**src/rtl/kp_pkg.sv**
```systemverilog
// Shared types and constants for the 4x4 keypad scanner.
// Frame bit 4*col+row maps to a key; KEY_MAP turns that bit index into the printed hex code.
package kp_pkg;

  typedef enum logic {ARMED = 1'b0, HELD = 1'b1} kp_state_t;

  // Indexed by frame bit 4*col+row (column-major over the Pmod KYPD layout).
  localparam logic [3:0] KEY_MAP [16] = '{
    4'h1, 4'h4, 4'h7, 4'h0,
    4'h2, 4'h5, 4'h8, 4'hF,
    4'h3, 4'h6, 4'h9, 4'hE,
    4'hA, 4'hB, 4'hC, 4'hD
  };

  // Returns {valid, idx}: valid only when exactly one bit of img is set.
  function automatic logic [4:0] onehot_index(input logic [15:0] img);
    logic [4:0] res;
    int         n;
    res = '0;
    n   = 0;
    for (int i = 0; i < 16; i++) begin
      if (img[i]) begin
        n        = n + 1;
        res[3:0] = 4'(i);
      end
    end
    res[4] = (n == 1);
    return res;
  endfunction

endpackage

```
**src/rtl/keypad_scanner_if.sv**
```systemverilog
// Keypad pins plus the MMIO-side key queue signals of the keypad scanner.
// The scanner uses the slave modport; the host/pin side uses master.
interface keypad_scanner_if;
  logic [3:0] kp_row;
  logic [3:0] kp_col;
  logic       rd_en;
  logic       ovf_clr;
  logic [3:0] key_code;
  logic       key_avail;
  logic       fifo_full;
  logic       overflow;
  logic       key_down;
  logic       multi_key;

  modport master (
    output kp_row, rd_en, ovf_clr,
    input  kp_col, key_code, key_avail, fifo_full, overflow, key_down, multi_key
  );

  modport slave (
    input  kp_row, rd_en, ovf_clr,
    output kp_col, key_code, key_avail, fifo_full, overflow, key_down, multi_key
  );
endinterface

```
**src/rtl/kp_fifo.sv**
```systemverilog
// Small key-code FIFO; the head is read straight from storage so it tracks push/pop one cycle later.
// A pop on empty is ignored; a push on full only lands when a pop frees a slot in the same cycle.
module kp_fifo #(
  parameter  int DEPTH = 4,
  localparam int AW    = $clog2(DEPTH)
) (
  input  logic          clk_7seg,
  input  logic          Rst,
  input  logic          i_push,
  input  logic [3:0]    i_din,
  input  logic          i_pop,
  output logic [3:0]    o_dout,
  output logic          o_full,
  output logic          o_empty,
  output logic [AW:0]   o_count
);

  logic [3:0]    r_mem [DEPTH];
  logic [AW-1:0] r_wr_ptr;
  logic [AW-1:0] r_rd_ptr;
  logic [AW:0]   r_count;
  logic          w_pop;
  logic          w_push;

  assign o_empty = (r_count == '0);
  assign o_full  = (r_count == (AW+1)'(DEPTH));
  assign w_pop   = i_pop & ~o_empty;
  assign w_push  = i_push & (~o_full | w_pop);

  always_ff @(posedge clk_7seg) begin
    if (Rst) begin
      // NOTE: storage is only a few flops, so it is reset to keep key_code at 0 out of reset.
      for (int i = 0; i < DEPTH; i++) r_mem[i] <= '0;
      r_wr_ptr <= '0;
      r_rd_ptr <= '0;
      r_count  <= '0;
    end else begin
      if (w_push) begin
        r_mem[r_wr_ptr] <= i_din;
        r_wr_ptr        <= r_wr_ptr + 1'b1;
      end
      if (w_pop) r_rd_ptr <= r_rd_ptr + 1'b1;
      case ({w_push, w_pop})
        2'b10:   r_count <= r_count + 1'b1;
        2'b01:   r_count <= r_count - 1'b1;
        default: r_count <= r_count;
      endcase
    end
  end

  assign o_dout  = r_mem[r_rd_ptr];
  assign o_count = r_count;

endmodule

```
**src/rtl/keypad_scanner.sv**
```systemverilog
// Column-strobing 4x4 keypad scanner on clk_7seg: syncs rows, assembles full-matrix frames,
// debounces whole frames and queues single-key press codes for the MMIO read path.
module keypad_scanner
  import kp_pkg::*;
#(
  parameter int SETTLE     = 4,
  parameter int DEBOUNCE   = 3,
  parameter int FIFO_DEPTH = 4
) (
  input  logic             clk_7seg,
  input  logic             Rst,
  keypad_scanner_if.slave  kp_bus
);

  localparam int DW  = (SETTLE > 1) ? $clog2(SETTLE) : 1;
  localparam int SW  = $clog2(DEBOUNCE + 1);
  localparam int FAW = $clog2(FIFO_DEPTH);

  logic [3:0]    r_row_s1, r_row_s2;
  logic [1:0]    r_col;
  logic [DW-1:0] r_dwell;
  logic [15:0]   r_frame, r_prev_frame;
  logic [SW-1:0] r_stable_cnt;
  kp_state_t     r_state;
  logic          r_push;
  logic [3:0]    r_push_code;
  logic          r_key_down, r_multi_key, r_overflow;

  logic [3:0]    w_rows;
  logic          w_sample, w_frame_done, w_accept, w_drop;
  logic [15:0]   w_frame;
  logic [SW-1:0] w_cnt_nxt;
  logic [4:0]    w_onehot;
  logic [3:0]    w_head;
  logic          w_full, w_empty;
  logic [FAW:0]  w_count;

  always_ff @(posedge clk_7seg) begin
    if (Rst) begin
      // NOTE: sequential state always uses <= so every flop samples pre-edge values.
      r_row_s1 <= '1;
      r_row_s2 <= '1;
    end else begin
      r_row_s1 <= kp_bus.kp_row;
      r_row_s2 <= r_row_s1;
    end
  end

  assign w_rows       = ~r_row_s2;
  assign w_sample     = (r_dwell == DW'(SETTLE - 1));
  assign w_frame_done = w_sample && (r_col == 2'd3);

  // Frame as it will look once the current column is written in.
  always_comb begin
    // NOTE: default first so the partial update below can never infer a latch.
    w_frame = r_frame;
    w_frame[{r_col, 2'b00} +: 4] = w_rows;
  end

  assign w_cnt_nxt = (w_frame != r_prev_frame)            ? '0 :
                     (r_stable_cnt == SW'(DEBOUNCE - 1))  ? r_stable_cnt :
                                                            r_stable_cnt + 1'b1;
  assign w_accept  = w_frame_done && (w_cnt_nxt == SW'(DEBOUNCE - 1));
  assign w_onehot  = onehot_index(w_frame);
  assign w_drop    = r_push && !kp_bus.rd_en && (w_count == (FAW+1)'(FIFO_DEPTH));

  always_ff @(posedge clk_7seg) begin
    if (Rst) begin
      r_col   <= '0;
      r_dwell <= '0;
      r_frame <= '0;
    end else if (w_sample) begin
      r_dwell <= '0;
      r_col   <= r_col + 1'b1;
      r_frame <= w_frame;
    end else begin
      r_dwell <= r_dwell + 1'b1;
    end
  end

  // Debounce and press FSM: the FSM only moves when a debounced image is accepted.
  always_ff @(posedge clk_7seg) begin
    if (Rst) begin
      r_prev_frame <= '0;
      r_stable_cnt <= '0;
      r_state      <= ARMED;
      r_push       <= 1'b0;
      r_push_code  <= '0;
      r_key_down   <= 1'b0;
      r_multi_key  <= 1'b0;
      r_overflow   <= 1'b0;
    end else begin
      r_push <= 1'b0;
      if (w_frame_done) begin
        r_prev_frame <= w_frame;
        r_stable_cnt <= w_cnt_nxt;
        if (w_accept) begin
          r_key_down  <= |w_frame;
          r_multi_key <= ($countones(w_frame) > 1);
          case (r_state)
            ARMED: begin
              if (w_onehot[4]) begin
                r_push      <= 1'b1;
                r_push_code <= KEY_MAP[w_onehot[3:0]];
                r_state     <= HELD;
              end else if (|w_frame) begin
                r_state <= HELD;
              end
            end
            HELD:    if (w_frame == '0) r_state <= ARMED;
            default: r_state <= ARMED;
          endcase
        end
      end
      if (w_drop)              r_overflow <= 1'b1;
      else if (kp_bus.ovf_clr) r_overflow <= 1'b0;
    end
  end

  kp_fifo #(.DEPTH(FIFO_DEPTH)) u_fifo (
    .clk_7seg (clk_7seg),
    .Rst      (Rst),
    .i_push   (r_push),
    .i_din    (r_push_code),
    .i_pop    (kp_bus.rd_en),
    .o_dout   (w_head),
    .o_full   (w_full),
    .o_empty  (w_empty),
    .o_count  (w_count)
  );

  assign kp_bus.kp_col    = ~(4'b0001 << r_col);
  assign kp_bus.key_code  = w_head;
  assign kp_bus.key_avail = ~w_empty;
  assign kp_bus.fifo_full = w_full;
  assign kp_bus.overflow  = r_overflow;
  assign kp_bus.key_down  = r_key_down;
  assign kp_bus.multi_key = r_multi_key;

endmodule
```
**src/flat_wrapper.sv**
```systemverilog
// flat-port wrapper written by rule: the top's interface ports become plain ports
module keypad_scanner_flat import kp_pkg::*;
#(
  parameter int SETTLE     = 4,
  parameter int DEBOUNCE   = 3,
  parameter int FIFO_DEPTH = 4
)
  (clk_7seg, Rst, kp_bus_kp_row, kp_bus_rd_en, kp_bus_ovf_clr, kp_bus_kp_col, kp_bus_key_code, kp_bus_key_avail, kp_bus_fifo_full, kp_bus_overflow, kp_bus_key_down, kp_bus_multi_key);
  keypad_scanner_if kp_bus_i ();
  input  logic clk_7seg;
  input  logic Rst;
  input wire logic [$bits(kp_bus_i.kp_row)-1:0] kp_bus_kp_row;
  input wire logic [$bits(kp_bus_i.rd_en)-1:0] kp_bus_rd_en;
  input wire logic [$bits(kp_bus_i.ovf_clr)-1:0] kp_bus_ovf_clr;
  output wire logic [$bits(kp_bus_i.kp_col)-1:0] kp_bus_kp_col;
  output wire logic [$bits(kp_bus_i.key_code)-1:0] kp_bus_key_code;
  output wire logic [$bits(kp_bus_i.key_avail)-1:0] kp_bus_key_avail;
  output wire logic [$bits(kp_bus_i.fifo_full)-1:0] kp_bus_fifo_full;
  output wire logic [$bits(kp_bus_i.overflow)-1:0] kp_bus_overflow;
  output wire logic [$bits(kp_bus_i.key_down)-1:0] kp_bus_key_down;
  output wire logic [$bits(kp_bus_i.multi_key)-1:0] kp_bus_multi_key;
  assign kp_bus_i.kp_row = kp_bus_kp_row;
  assign kp_bus_i.rd_en = kp_bus_rd_en;
  assign kp_bus_i.ovf_clr = kp_bus_ovf_clr;
  assign kp_bus_kp_col = kp_bus_i.kp_col;
  assign kp_bus_key_code = kp_bus_i.key_code;
  assign kp_bus_key_avail = kp_bus_i.key_avail;
  assign kp_bus_fifo_full = kp_bus_i.fifo_full;
  assign kp_bus_overflow = kp_bus_i.overflow;
  assign kp_bus_key_down = kp_bus_i.key_down;
  assign kp_bus_multi_key = kp_bus_i.multi_key;
  keypad_scanner #(.SETTLE(SETTLE), .DEBOUNCE(DEBOUNCE), .FIFO_DEPTH(FIFO_DEPTH)) u_core (.clk_7seg(clk_7seg), .Rst(Rst), .kp_bus(kp_bus_i));
endmodule
```
**config.mk**
```make
export PLATFORM = sky130hd
export DESIGN_NAME = keypad_scanner_flat
export DESIGN_NICKNAME = d
export VERILOG_FILES = /design/src/rtl/kp_pkg.sv /design/src/rtl/keypad_scanner_if.sv /design/src/rtl/kp_fifo.sv /design/src/rtl/keypad_scanner.sv /design/src/flat_wrapper.sv
export SDC_FILE = /design/constraint.sdc
export NUM_CORES = 1
export LEC_CHECK = 0
export BUFFER_PORTS_ARGS = -buffer_cell sky130_fd_sc_hd__buf_4
export CORE_MARGIN = 2
export CORE_UTILIZATION = 70
export CTS_BUF_LIST = sky130_fd_sc_hd__clkbuf_4
export DETAILED_ROUTE_END_ITERATION = 8
export PLACE_DENSITY = 0.87
export RECOVER_POWER = 25
export SLEW_MARGIN = 20
export SYNTH_ARGS = -nofsm -noshare
export SYNTH_HDL_FRONTEND = slang
export SYNTH_HIERARCHICAL = 1
export SYNTH_SLANG_ARGS = --single-unit
```
**constraint.sdc**
```tcl
create_clock -name clk_7seg -period 18.8 [get_ports clk_7seg]
set_input_delay 1.88 -clock clk_7seg [delete_from_list [all_inputs] [get_ports clk_7seg]]
set_output_delay 1.88 -clock clk_7seg [all_outputs]
set_load 0.05 [all_outputs]
```
### After elaboration in Yosys (flattened, before gate mapping)

Memories as Yosys holds them, arrays and structs flattened. A register that Yosys moved wholly into a read port is not among the register bits.
Cells that the tools add are included.

| word-level totals | value |
|---|---|
| register bits | 58 |
| RAM bits | 16 |
| memory bits (read-only) | 64 |
| output and inout bits | 13 |
| word-level logic and storage cells | 146 |
| memories kept | 2 |

Memory list:

| memory | depth | bits a word | rd ports | clocked after Yosys merged registers in | wr ports | line | source |
|---|---|---|---|---|---|---|---|
| (no name shown) | 16 | 4 | 1 | 1 | 0 | keypad_scanner.sv:104 | `r_push_code <= KEY_MAP[w_onehot[3:0]];` |
| u_core.u_fifo.r_mem | 4 | 4 | 1 | 1 | 4 | kp_fifo.sv:18 | `logic [3:0] r_mem [DEPTH];` |

| cells by class | value |
|---|---|
| add/sub/neg operators | 38 |
| magnitude comparators | 1 |
| equal/unequal tests | 9 |
| shift operators | 3 |
| mux-type cells | 52 |
| bitwise operators | 11 |
| reductions and logical operators | 15 |

Operators by type and width:

| kind | number |
|---|---|
| two-way mux 32 bit | 15 |
| adder 32 x 2 -> 32 bit (second input constant) | 14 |
| adder 32 bit | 7 |
| two-way mux 4 bit | 9 |
| == test 32 x 2 -> 1 bit (second input constant) | 1 |
| greater-than comparator 32 x 2 -> 1 bit (second input constant) | 1 |
| adder 1 x 1 -> 2 bit | 8 |
| bitwise mux 16 bit | 1 |
| zero test 16 bit | 1 |
| != test 16 bit | 1 |
| OR reduction 16 bit | 1 |
| variable shift 4 x 6 -> 16 bit (first input constant) | 1 |
| variable part select 4 x 6 -> 16 bit | 1 |
| two-way mux 1 bit | 14 |
| two-way mux 2 bit | 7 |
| two-way mux 3 bit | 4 |
| adder 2 x 1 -> 2 bit (second input constant) | 5 |
| == test 2 bit (second input constant) | 5 |
| inverter 4 bit | 2 |
| OR reduction 4 bit | 2 |
| negation 4 -> 6 bit | 1 |
| case mux 3 bit (2 select lines) | 1 |
| inverter 1 bit | 5 |
| inverter 4 -> 5 bit | 1 |
| other kinds (16) | 21 |

### Logic depth before layout (Yosys ltp)

Gate-level depths: netlist of the first run.

| depth | value |
|---|---|
| word-level depth | 37 |
| depth in mapped cells | 61 |
| mapped depth without buffers | 59 |

### By module

Netlist of the first run, hierarchy kept.

Modules (own cells, without submodules):

| module | instances | cells an instance | area each (um^2) | sequential area each (um^2) |
|---|---|---|---|---|
| keypad_scanner | 1 | 665 | 5549.1 | 1101.1 |
| kp_fifo | 1 | 92 | 1146.1 | 660.6 |

### Least setup slack after synthesis of the first run

Ideal clock, no wire load.

| timing path | value |
|---|---|
| path type | reg-to-reg |
| start | register u_core.r_col[0] |
| end | register u_core.r_push_code[2] |
| library setup time | 0.123 ns |
| arrival time | 11.722 ns |
| data required time | 18.677 ns |
| setup slack | 6.955 ns |
| cell stages (with the launch flop) | 61 |
| buffers on the path | 2 |
| path through | dfxtp_1 > buf_2 > inv_1 > ha_1 > buf_2 > inv_1 > nor4_1 > a21oi_1 > inv_1 > ha_1 > and3_1 > or2_2 > ha_1 > a21o_1 > o31a_1 > ha_1 > nand2b_1 > nand2_1 > (+25 left out) > a21oi_1 > ha_1 > nand2_1 > nand2_1 > ha_1 > nor2_1 > a31oi_1 > ha_1 > mux2i_1 > inv_1 > ha_1 > nand2_1 > xnor2_1 > a2111oi_2 > o311ai_1 > nor2_1 > nand4_2 > mux2_1 |

| between the ends | value |
|---|---|
| longest elaborated chain between the ends | 36 |

RTL lines:

| what | line | source |
|---|---|---|
| from (decl) | keypad_scanner.sv:20 | `logic [1:0] r_col;` |
| from (signal assigned) | keypad_scanner.sv:74 | `r_col <= r_col + 1'b1;` |
| negation 4 -> 6 bit (*) | keypad_scanner.sv:57 | `w_frame[{r_col, 2'b00} +: 4] = w_rows;` |
| variable part select 4 x 6 -> 16 bit or variable shift 4 x 6 -> 16 bit (tied branches) | keypad_scanner.sv:57 |  |
| bitwise mux 16 bit (*) | keypad_scanner.sv:57 |  |
| via u_core.w_frame[0] | keypad_scanner.sv:31 | `logic [15:0] w_frame;` |
| two-way mux 1 bit | kp_pkg.sv:22 | `if (img[i]) begin` |
| adder 1 x 1 -> 2 bit | kp_pkg.sv:23 | `n = n + 1;` |
| two-way mux 32 bit | kp_pkg.sv:22 |  |
| adder 32 x 2 -> 32 bit | kp_pkg.sv:23 |  |
| (+21 left out) | n/a |  |
| adder 32 x 2 -> 32 bit | kp_pkg.sv:23 |  |
| two-way mux 32 bit | kp_pkg.sv:22 |  |
| adder 32 x 2 -> 32 bit | kp_pkg.sv:23 |  |
| two-way mux 32 bit | kp_pkg.sv:22 |  |
| adder 32 x 2 -> 32 bit | kp_pkg.sv:23 |  |
| two-way mux 32 bit | kp_pkg.sv:22 |  |
| == test 32 x 2 -> 1 bit | kp_pkg.sv:27 | `res[4] = (n == 1);` |
| AND reduction 4 bit (no source line) (*) | n/a |  |
| to (decl) | keypad_scanner.sv:26 | `logic [3:0] r_push_code;` |

The timed path passes the listed nets; every way through them passes the cells marked *.
A chain may end at the register's enable or synchronous reset.

### Worst setup path after layout of the first run

| timing path | value |
|---|---|
| start | register u_core.r_col[0] |
| end | register u_core.r_push |

| between the ends | value |
|---|---|
| longest elaborated chain between the ends | 36 |

RTL lines:

| what | line | source |
|---|---|---|
| negation 4 -> 6 bit (*) | keypad_scanner.sv:57 |  |
| variable part select 4 x 6 -> 16 bit or variable shift 4 x 6 -> 16 bit (tied branches) | keypad_scanner.sv:57 |  |
| bitwise mux 16 bit (*) | keypad_scanner.sv:57 |  |
| via u_core.w_frame[0] | keypad_scanner.sv:31 |  |
| two-way mux 1 bit | kp_pkg.sv:22 |  |
| adder 1 x 1 -> 2 bit | kp_pkg.sv:23 |  |
| two-way mux 32 bit | kp_pkg.sv:22 |  |
| adder 32 x 2 -> 32 bit | kp_pkg.sv:23 |  |
| (+21 left out) | n/a |  |
| adder 32 x 2 -> 32 bit | kp_pkg.sv:23 |  |
| two-way mux 32 bit | kp_pkg.sv:22 |  |
| adder 32 x 2 -> 32 bit | kp_pkg.sv:23 |  |
| two-way mux 32 bit | kp_pkg.sv:22 |  |
| adder 32 x 2 -> 32 bit | kp_pkg.sv:23 |  |
| two-way mux 32 bit | kp_pkg.sv:22 |  |
| == test 32 x 2 -> 1 bit | kp_pkg.sv:27 |  |
| two-way mux 1 bit | keypad_scanner.sv:102 | `if (w_onehot[4]) begin` |
| to (signal assigned) | keypad_scanner.sv:87 | `r_push <= 1'b0;` |
| to (signal assigned) | keypad_scanner.sv:93 | `r_push <= 1'b0;` |
| to (signal assigned) | keypad_scanner.sv:103 | `r_push <= 1'b1;` |
| to (decl) | keypad_scanner.sv:25 | `logic r_push;` |

Marks and branches as above.

==> impl_metrics.ini, run 1 <==
[status]
status = finished, violations left
violations = capacitance limit, slew limit

[yosys]
synth.mux.area_fraction_pct = 4.30
yosysUniqueCellTypes = 93
synth_top_area_cell = dfxtp_1
syn_nets = 806
yosys.area_share.simple_pct = 24.3
yosys_register_bits = 80
synth_top_family_by_area = simple AND/OR/NAND/NOR gates
synth_area_leaders = dfxtp_1 19%, edfxtp_1 7.2%, xnor2_1 5.8%
syn_inst = 757
syn_avg_cell_area_um2 = 8.84
synth_xor_area_share_pct = 12.8
synth_top_area_share_pct = 19.1
yosysSeqAreaShare_pct = 26.3
synth_edf_count = 16
synth_compound_area_share_pct = 18.9
async_flop_share_pct = 0
ys.flop_type = dfxtp_1
synthAdderAreaFrac_pct = 8.90
synthesis.area_um2 = 6700
yosysWarnings = 6

[setup_path]
cp.arrival_ps = 13480
cp_common_cell = ha_1
crit_path_start = u_core/r_col[0]
r2r_slack_ps = 5650
worst_setup_path_start_kind = flop
slowest_stage = dfxtp_1
crit_path_max_fanout = 16
setup.worst_path.class = flop to flop
critPathRequiredTime_ps = 19120
cp-end-kind = flop
rr_startpoint = u_core/r_col[0]
crit_path_max_incr_delay_ps = 650

[timing]
fmax_ghz = 0.0760
maxSlewHeadroom_pct = -102
fin_ws_ps = 5650
worst_pin_slew_ps = 3030
period_share_pct = 70.0
whs_ps = 417
finalMaxSlewViolations = 74
rsz0062_at_grt = false
clock_skew_ps = 9.46
report.final.hold_viol_count = 0
period_needed_ps = 13150
setup_violations = 0
fin_setup_tns_ps = 0

[power_and_ir_drop]
comb_power_share_pct = 37.2
power.density_nw_per_um2 = 66.8
seq_power_share_pct = 38.7
leakage_nw = 2.91
report.power.total_mw = 0.473
clkPwrFrac_pct = 24.1
vdd_drop_max_v = 0.0000578
p_sw_share_pct = 34.8
switchingPower_mw = 0.165
power.internal_mw = 0.308

[hold_path]
hold_start = u_core/r_row_s1[3]
hold_class = flop to flop

[detailed_routing]
post_drt_wl_per_cell_um = 18.2
routed_via_density = 6.39
first_pass_iters = 7
vias = 5755
drc = 0
drt_iter0_markers = 518
wirelength_um = 16300
final_antenna_net_count = 0

[grt]
track_usage_pct = 32.4
grt_pass1_wl_um = 26400
grt_start_max_net_pins = 74
antenna_found_initial = 0
grt_pass1_vias = 5444
overflow = 0

[finish]
syn2layout_area_growth_pct = 5.74
fill_cells = 654
multiInputGateArea_um2 = 4630
layout.nets = 815
drive_gt1_share_pct = 13.2
antennaDiodeCount = 0
mostFrequentLayoutCell = nor2_1
fin_util_pct = 76.6
final_cell_mix = 73 x nor2_1, 64 x dfxtp_1, 54 x nand2_1, 44 x xnor2_1, 43 x inv_1
regArea_um2 = 1760

[place]
portBuffers = 20
dp_hpwl_um = 12400
pre_cts_ws_ps = 5950
gp_congestion = 1.00

[floorplan]
die_w_um = 102
fp.coreArea_um2 = 9240
rows = 35
initial_core_util_pct = 72.5
die_area_um2 = 10400
io_pins = 21
die_h_um = 102

[clocking]
cts_buffers = 9
clk_pin_slew_worst_paths_ps = 120
cts_tree = yes
cts.path.max_buffers = 2
clk_latency_ps = 430
htree_levels = 3
cts_hold_buf = 0
cts-root-buf = clkbuf_4
clock-sinks = 80
cts-resized-gates = 0
cts_setup_buffers = 0

[run]
maxCapViolations = 1
-- routing by layer --
metal / global-route usage [%] / wire length [um] / up-vias / share of wire, %
li1: - / - / 2756 / -
met1: 42.9 / 7140 / 2759 / 44
met2: 55.1 / 7930 / 203 / 49
met3: 4.55 / 933 / 37 / 5.7
met4: 10.1 / 335 / 0 / 2.1
met5: 0 / 0 / - / 0
-- stage by stage --
stage	instance area, um^2	cells
finish	7080	900
global route	7080	900
CTS	7080	900
detailed placement	6930	884
global placement	6930	884
floorplan	6700	757
-- cell usage after synthesis (21+ instances only) --
master and instances:
nand2_1 54, dfxtp_1 64, nor2_1 73, o21ai_0 23, nor2b_1 23, a21oi_1 35, and2_1 21, inv_1 43
a211oi_1 26, xnor2_1 44, ha_1 30
-- area by class of cell --
class	instances	area share [%]
clock buffers	10	1.06
inverters	47	2.49
multi-input cells	602	65.4
clock inverters	6	1.17
flip-flops and latches	80	24.9
repair buffers	26	2.70
well taps	129	2.28
-- worst paths after layout --
| path | to | depth (start not counted) |
|---|---|---|
| worst max register to register | u_core/r_push | 57 |
| worst min-delay path | u_core/r_row_s2[3] | 1 |
| worst max-delay path | u_core/r_push | 57 |
| worst min register to register | u_core/r_row_s2[3] | 1 |
-- kinds of logic (layout without fill, tap and decap cells) --
logic type      after synthesis  after routing
simple gates                299            299
compound gates              166            166
flops                        80             80
buf+inv                      75             89
xor+xnor                     73             73
fa+ha+maj                    41             41
mux                          23             23
-- critical path: cells and delay by family, from the launching register on --
kind                     cells  cell delay [ps]
adder cells (fa/ha/maj)     15             4370
AO/OA/AOI/OAI               15             3630
AND/OR/NAND/NOR             18             2920
buffers and inverters        6              800
flip-flops                   1              650
multiplexers                 2              530
XOR/XNOR                     1              130
-- state kept, by name, summed over array words and instances, names as in the netlist, named ones only --
signal                   count
u_core/kp_bus.key_down       1
u_core/kp_bus.multi_key      1
u_core/kp_bus.overflow       1
u_core/r_col                 2
u_core/r_dwell               2
u_core/r_frame              16
u_core/r_prev_frame         16
u_core/r_push                1
u_core/r_push_code           4
u_core/r_row_s1              4
u_core/r_row_s2              4
u_core/r_stable_cnt          2
u_core/r_state               1
u_core/u_fifo/o_count        3
u_core/u_fifo/r_mem         16
u_core/u_fifo/r_rd_ptr       2
u_core/u_fifo/r_wr_ptr       2
-- power groups by stage --
| stage | Combinational (mW) | Clock [mW] | Sequential [mW] |
|---|---|---|---|
| CTS | 0.173 | 0.115 | 0.183 |
| floorplan | 0.138 | 0 | 0.185 |
| finish | 0.176 | 0.114 | 0.183 |
| detailed placement | 0.172 | 0 | 0.187 |
| global placement | 0.161 | 0 | 0.186 |
| global route | 0.193 | 0.123 | 0.184 |
Note: power is estimated with default switching activity, not from simulation.
==> run 2: changes to the inputs <==
Settings changed: ABC_AREA set to 1, CORE_UTILIZATION 70 to 59, PLACE_DENSITY 0.87 to 0.78.
Clock period 18.8 ns to 10.9 ns, I/O delays scaled along.
==> run 2 against run 1 <==
Compared with the run above: the flow now finishes without violations; maximum frequency rose by 35%; global-route usage fell by 7.8 points; die area rose by 16%; worst hold slack improved by 5.3 ps; first-iteration DRC count fell by 38%; via count rose by 2.1%; critical path type unchanged; highest routed layer unchanged.
==> impl_metrics.ini, run 2 <==
[power_and_ir_drop]
power.internal_mw = 0.422
p_sw_share_pct = 32.4
power.density_nw_per_um2 = 89.7
clkPwrFrac_pct = 28.3
vdd_drop_max_v = 0.0000778
seq_power_share_pct = 50.5
comb_power_share_pct = 21.1
leakage_nw = 3.36
switchingPower_mw = 0.202

[floorplan]
die_area_um2 = 12000
rows = 38
fp.coreArea_um2 = 10800
die_w_um = 109
initial_core_util_pct = 60.5
io_pins = 21
die_h_um = 109

[finish]
fin_cells = 1139
antennaDiodeCount = 0
layout.nets = 1043
final_cell_mix = 183 x nand2_1, 164 x inv_1, 102 x nor2_1, 77 x nand3_1, 64 x dfxtp_1
multiInputGateArea_um2 = 4010
syn2layout_area_growth_pct = 6.01
drive_gt1_share_pct = 17.4
mostFrequentLayoutCell = nand2_1
fin_util_pct = 64.2
largest_registers = u_core/r_frame x16, u_core/r_prev_frame x16, u_core/u_fifo/r_mem x16
fill_cells = 1017
regArea_um2 = 1760

[yosys]
synthAdderAreaFrac_pct = 9.08
synth_common_cells = 183 x nand2_1, 163 x inv_1, 99 x nor2_1
synth_compound_area_share_pct = 11.1
syn_nets = 1022
ys.flop_type = dfxtp_1
synth_top_area_cell = dfxtp_1
synth_xor_area_share_pct = 1.33
syn_avg_cell_area_um2 = 6.74
synthesis.area_um2 = 6560
async_flop_share_pct = 0
yosysMostFrequentCell = nand2_1
synth_top_family_by_area = simple AND/OR/NAND/NOR gates
synth.mux.area_fraction_pct = 0
yosysWarnings = 6
yosysUniqueCellTypes = 48
yosys_register_bits = 80
yosysSeqAreaShare_pct = 26.8
synth_top_area_share_pct = 19.5
syn_inst = 973
synth_area_leaders = dfxtp_1 20%, nand2_1 10%, inv_1 9.3%
synth_edf_count = 16
yosys.area_share.simple_pct = 40.2

[setup_path]
r2r_slack_ps = 1170
critPathRequiredTime_ps = 11240
setup.worst_path.class = flop to flop
crit_path_start = u_core/r_col[0]
worst_setup_path_start_kind = flop
crit_path_max_fanout = 9
cp_common_cell = nand2_1
crit_path_end = u_core/r_push_code[0]
crit_path_max_incr_delay_ps = 530
timing.rr.end = u_core/r_push_code[0]
cp-end-kind = flop
r2r_cells = 60
slowest_stage = dfxtp_1
cp.arrival_ps = 10070
rr_startpoint = u_core/r_col[0]

[timing]
fmax_ghz = 0.103
setup_violations = 0
period_share_pct = 89.2
report.final.hold_viol_count = 0
finalMaxSlewViolations = 0
rsz0062_at_grt = false
fin_ws_ps = 1170
maxSlewHeadroom_pct = 9.85
clock_skew_ps = 16.8
fin_setup_tns_ps = 0
worst_pin_slew_ps = 1350
period_needed_ps = 9730

[clocking]
clk_latency_ps = 440
cts_hold_buf = 0
clock-sinks = 80
cts.path.max_buffers = 2
cts-root-buf = clkbuf_4
htree_levels = 3
cts_buffers = 9
clk_pin_slew_worst_paths_ps = 130
cts_tree = yes

[place]
dp.cells = 1123
portBuffers = 20
dp_hpwl_um = 10900
gp_congestion = 0.947
pre_cts_ws_ps = 996

[detailed_routing]
drt-met1-wl_um = 6450
post_drt_wl_per_cell_um = 12.0
final_antenna_net_count = 0
top_layer_used = met4
wirelength_um = 13700
routed_via_density = 5.16
wl_met2_um = 6610
first_pass_iters = 5
wl_met3_um = 426
vias = 5875
drt_iter0_markers = 319
drc = 0

[status]
status = finished clean

[hold_path]
hold_start = u_core/r_row_s1[3]
hold_class = flop to flop

[grt]
overflow = 0
antenna_found_initial = 0
grt_pass1_wl_um = 23700
grt_start_max_net_pins = 33
track_usage_pct = 24.6
grt_pass1_vias = 5346

[run]
maxCapViolations = 0
## run 2: metrics by stage
| step | hold WS [ps] | instance area (um^2) | total power, mW |
|---|---|---|---|
| final | 423 | 6960 | 0.624 |
| after global routing | 432 | 6960 | 0.662 |
| after CTS | 426 | 6990 | 0.628 |
| after detailed placement | 395 | 6850 | 0.454 |
| after global placement | 391 | 6850 | 0.450 |
| after floorplan | 389 | 6560 | 0.424 |
## run 2: metal layers
metal | up-vias | track usage [%]
li1 | 3160 | -
met1 | 2602 | 31.4
met2 | 97 | 42.9
met3 | 16 | 4.09
met4 | 0 | 6.51
met5 | - | 0
## run 2: cells by family (layout without fill, tap and decap cells)
group | count (synthesis) | after routing
AO/OA/AOI/OAI | 127 | 127
XOR/XNOR | 10 | 10
adder cells (fa/ha/maj) | 41 | 41
buffers and inverters | 199 | 225
flip-flops | 80 | 80
AND/OR/NAND/NOR | 516 | 516
## run 2: final cells by class
class                      instances  share of cell area (%)
sequential                        80                    25.3
multi-input combinational        694                    57.7
clock buffer                       9                   0.971
clock inverter                     7                    1.03
timing repair buffer              22                    2.32
inverter                         187                    10.1
tap                              140                    2.52
## run 2: timing repair
| item | 4_1_cts | 5_1_grt |
|---|---|---|
| endpoints found under the setup margin | 0 | 5 |
| resized for setup | 0 | 2 |
| buffers inserted | 0 | 0 |
## run 2: worst max-delay path: cells and delay by family, from the launching register on
family	cells	cell delay, ps
AO/OA/AOI/OAI	5	690
AND/OR/NAND/NOR	33	3480
flip-flops	1	530
adder cells (fa/ha/maj)	15	4380
buffers and inverters	7	560
## run 2: worst min path at each step
stage                    endpoint  cells past startpoint
2_1_floorplan  u_core/r_row_s2[0]                      1
3_3_place_gp   u_core/r_row_s2[3]                      1
3_5_place_dp   u_core/r_row_s2[1]                      1
4_1_cts        u_core/r_row_s2[1]                      1
5_1_grt        u_core/r_row_s2[1]                      1
6_report       u_core/r_row_s2[3]                      1
## run 2: power by group through the flow
stage,clock network (mW),logic (mW),registers [mW]
floorplan,0,0.105,0.319
global placement,0,0.128,0.322
detailed placement,0,0.132,0.322
CTS,0.181,0.132,0.315
global route,0.195,0.150,0.317
finish,0.177,0.132,0.315
==> run 3: changes to the inputs <==
Settings changed: ABC_AREA 1 to unset, CORE_UTILIZATION 59 to 50, PLACE_DENSITY 0.78 to 0.68.
==> run 3 against run 2 <==
Compared with the run above: first-iteration DRC count increased by 29%; worst setup slack worse by 870 ps; die area rose by 20%.
==> impl_metrics.ini, run 3 (synthesized netlist as in run 1, its figures left out) <==
[status]
status = finished clean

[setup_path]
setup.worst_path.class = flop to flop
cp.arrival_ps = 10940
crit_path_max_incr_delay_ps = 360
r2r_slack_ps = 300
timing.rr.end = u_core/r_push
worst_setup_path_start_kind = flop
critPathRequiredTime_ps = 11240
slowest_stage = dfxtp_2
crit_path_max_fanout = 5
cp-end-kind = flop
r2r_cells = 61
rr_startpoint = u_core/r_col[1]
cp_common_cell = ha_4

[timing]
worst_pin_slew_ps = 887
maxSlewHeadroom_pct = 40.6
period_needed_ps = 10600
clock_skew_ps = 25.4
setup_violations = 0
report.final.hold_viol_count = 0
period_share_pct = 97.2
finalMaxSlewViolations = 0
whs_ps = 428
fmax_ghz = 0.0944

[hold_path]
holdPathEnd = u_core/r_row_s2[1]
min_path_cells = 1
hold_class = flop to flop
hold_start = u_core/r_row_s1[1]

[floorplan]
die_w_um = 120
initial_core_util_pct = 51.0
fp.coreArea_um2 = 13100
rows = 42
die_area_um2 = 14300
die_h_um = 120
io_pins = 21

[power_and_ir_drop]
switchingPower_mw = 0.332
comb_power_share_pct = 43.5
power.internal_mw = 0.596
p_sw_share_pct = 35.8
seq_power_share_pct = 34.0
power.density_nw_per_um2 = 117
leakage_nw = 3.21
clkPwrFrac_pct = 22.6
vdd_drop_max_v = 0.000114

[finish]
antennaDiodeCount = 0
syn2layout_area_growth_pct = 18.2
layout.nets = 860
largest_registers = u_core/r_frame x16, u_core/r_prev_frame x16, u_core/u_fifo/r_mem x16
final_area_um2 = 7910
final_cell_mix = 69 x buf_4, 69 x nor2_1, 62 x dfxtp_1, 48 x nand2_1, 40 x xnor2_1
drive_gt1_share_pct = 25.1

[clocking]
cts_buffers = 9
clock-sinks = 80
clk_latency_ps = 470
cts-root-buf = clkbuf_4
clk_pin_slew_worst_paths_ps = 140
cts.path.max_buffers = 2
htree_levels = 3
cts_tree = yes
cts_hold_buf = 0

[place]
dp_hpwl_um = 12200
place_area_um2 = 7190
gp_congestion = 0.859
portBuffers = 20

[detailed_routing]
drc = 0
routed_via_density = 5.76
post_drt_wl_per_cell_um = 16.9
first_pass_iters = 5
vias = 5713
final_antenna_net_count = 0
wirelength_um = 16700
drt_iter0_markers = 413

[grt]
grt_pass1_wl_um = 26900
antenna_found_initial = 0
grt_pass1_vias = 5469
grtUsageMet2_pct = 38.9
track_usage_pct = 23.4
grt_start_max_net_pins = 74
grt_use_met3_pct = 4.09
grt_busiest_layer = met2
overflow = 0
gr-usage-met1_pct = 30.6

[run]
maxCapViolations = 0
-- run 3: power by group through the flow --
| stage | Sequential, mW | Clock [mW] | Combinational [mW] |
|---|---|---|---|
| 2_1_floorplan | 0.320 | 0 | 0.252 |
| 3_3_place_gp | 0.321 | 0 | 0.304 |
| 3_5_place_dp | 0.322 | 0 | 0.317 |
| 4_1_cts | 0.315 | 0.215 | 0.342 |
| 5_1_grt | 0.316 | 0.228 | 0.443 |
| 6_report | 0.315 | 0.209 | 0.403 |
-- run 3: routing by layer --
layer  share of wire (%)  up-vias
li1                    -     2833
met5                   0        -
met2                  48      127
met4                 2.6        0
met3                 3.1       35
met1                  47     2718
-- run 3: worst max path at each step --
| stage | from | end | slack, ps | depth (start not counted) |
|---|---|---|---|---|
| 2_1_floorplan | u_core/r_col[0] | u_core/r_push_code[2] | 20 | 59 |
| 3_3_place_gp | u_core/r_col[1] | u_core/r_push | 130 | 56 |
| 3_5_place_dp | u_core/r_col[1] | u_core/r_push | -240 | 56 |
| 4_1_cts | u_core/r_col[1] | u_core/r_push_code[2] | 4 | 58 |
| 5_1_grt | u_core/r_col[1] | u_core/r_push | -60 | 61 |
| 6_report | u_core/r_col[1] | u_core/r_push | 300 | 61 |
-- run 3: through the flow --
| stage | instances | setup TNS [ps] | setup WS, ps | power (mW) | utilization (%) |
|---|---|---|---|---|---|
| after floorplan | 757 | 0 | 19.6 | 0.572 | - |
| after global placement | 941 | 0 | 132 | 0.626 | 54.7 |
| after detailed placement | 941 | -1030 | -239 | 0.639 | 54.7 |
| after CTS | 974 | 0 | 4.00 | 0.872 | 57.1 |
| after global routing | 992 | -190 | -58.0 | 0.987 | 60.2 |
| final | 992 | 0 | 302 | 0.928 | 60.2 |
-- run 3: layout make-up --
cell class              count  area (um^2)
fillers                  1122         5230
multi-input cells         602         5040
flip-flops and latches     80         1760
repair buffers             71          533
well taps                 176          220
inverters                  47          183
clock inverters             7          103
clock buffers               9         67.6
-- run 3: timing repair --
action                                  CTS  global route
setup buffers                            17            18
endpoints found under the setup margin    6             6
endpoints found under the hold margin     0             0
pin swaps                                 9            27
resized for setup                         5            48
-- run 3: critical path: cells and delay by family (launching register included) --
| kind | cells | cell delay, ps |
|---|---|---|
| XOR/XNOR | 2 | 480 |
| multiplexers | 1 | 280 |
| adder cells (fa/ha/maj) | 13 | 3320 |
| buffers and inverters | 12 | 1260 |
| AND/OR/NAND/NOR | 16 | 1700 |
| AO/OA/AOI/OAI | 17 | 3080 |
| flip-flops | 1 | 360 |
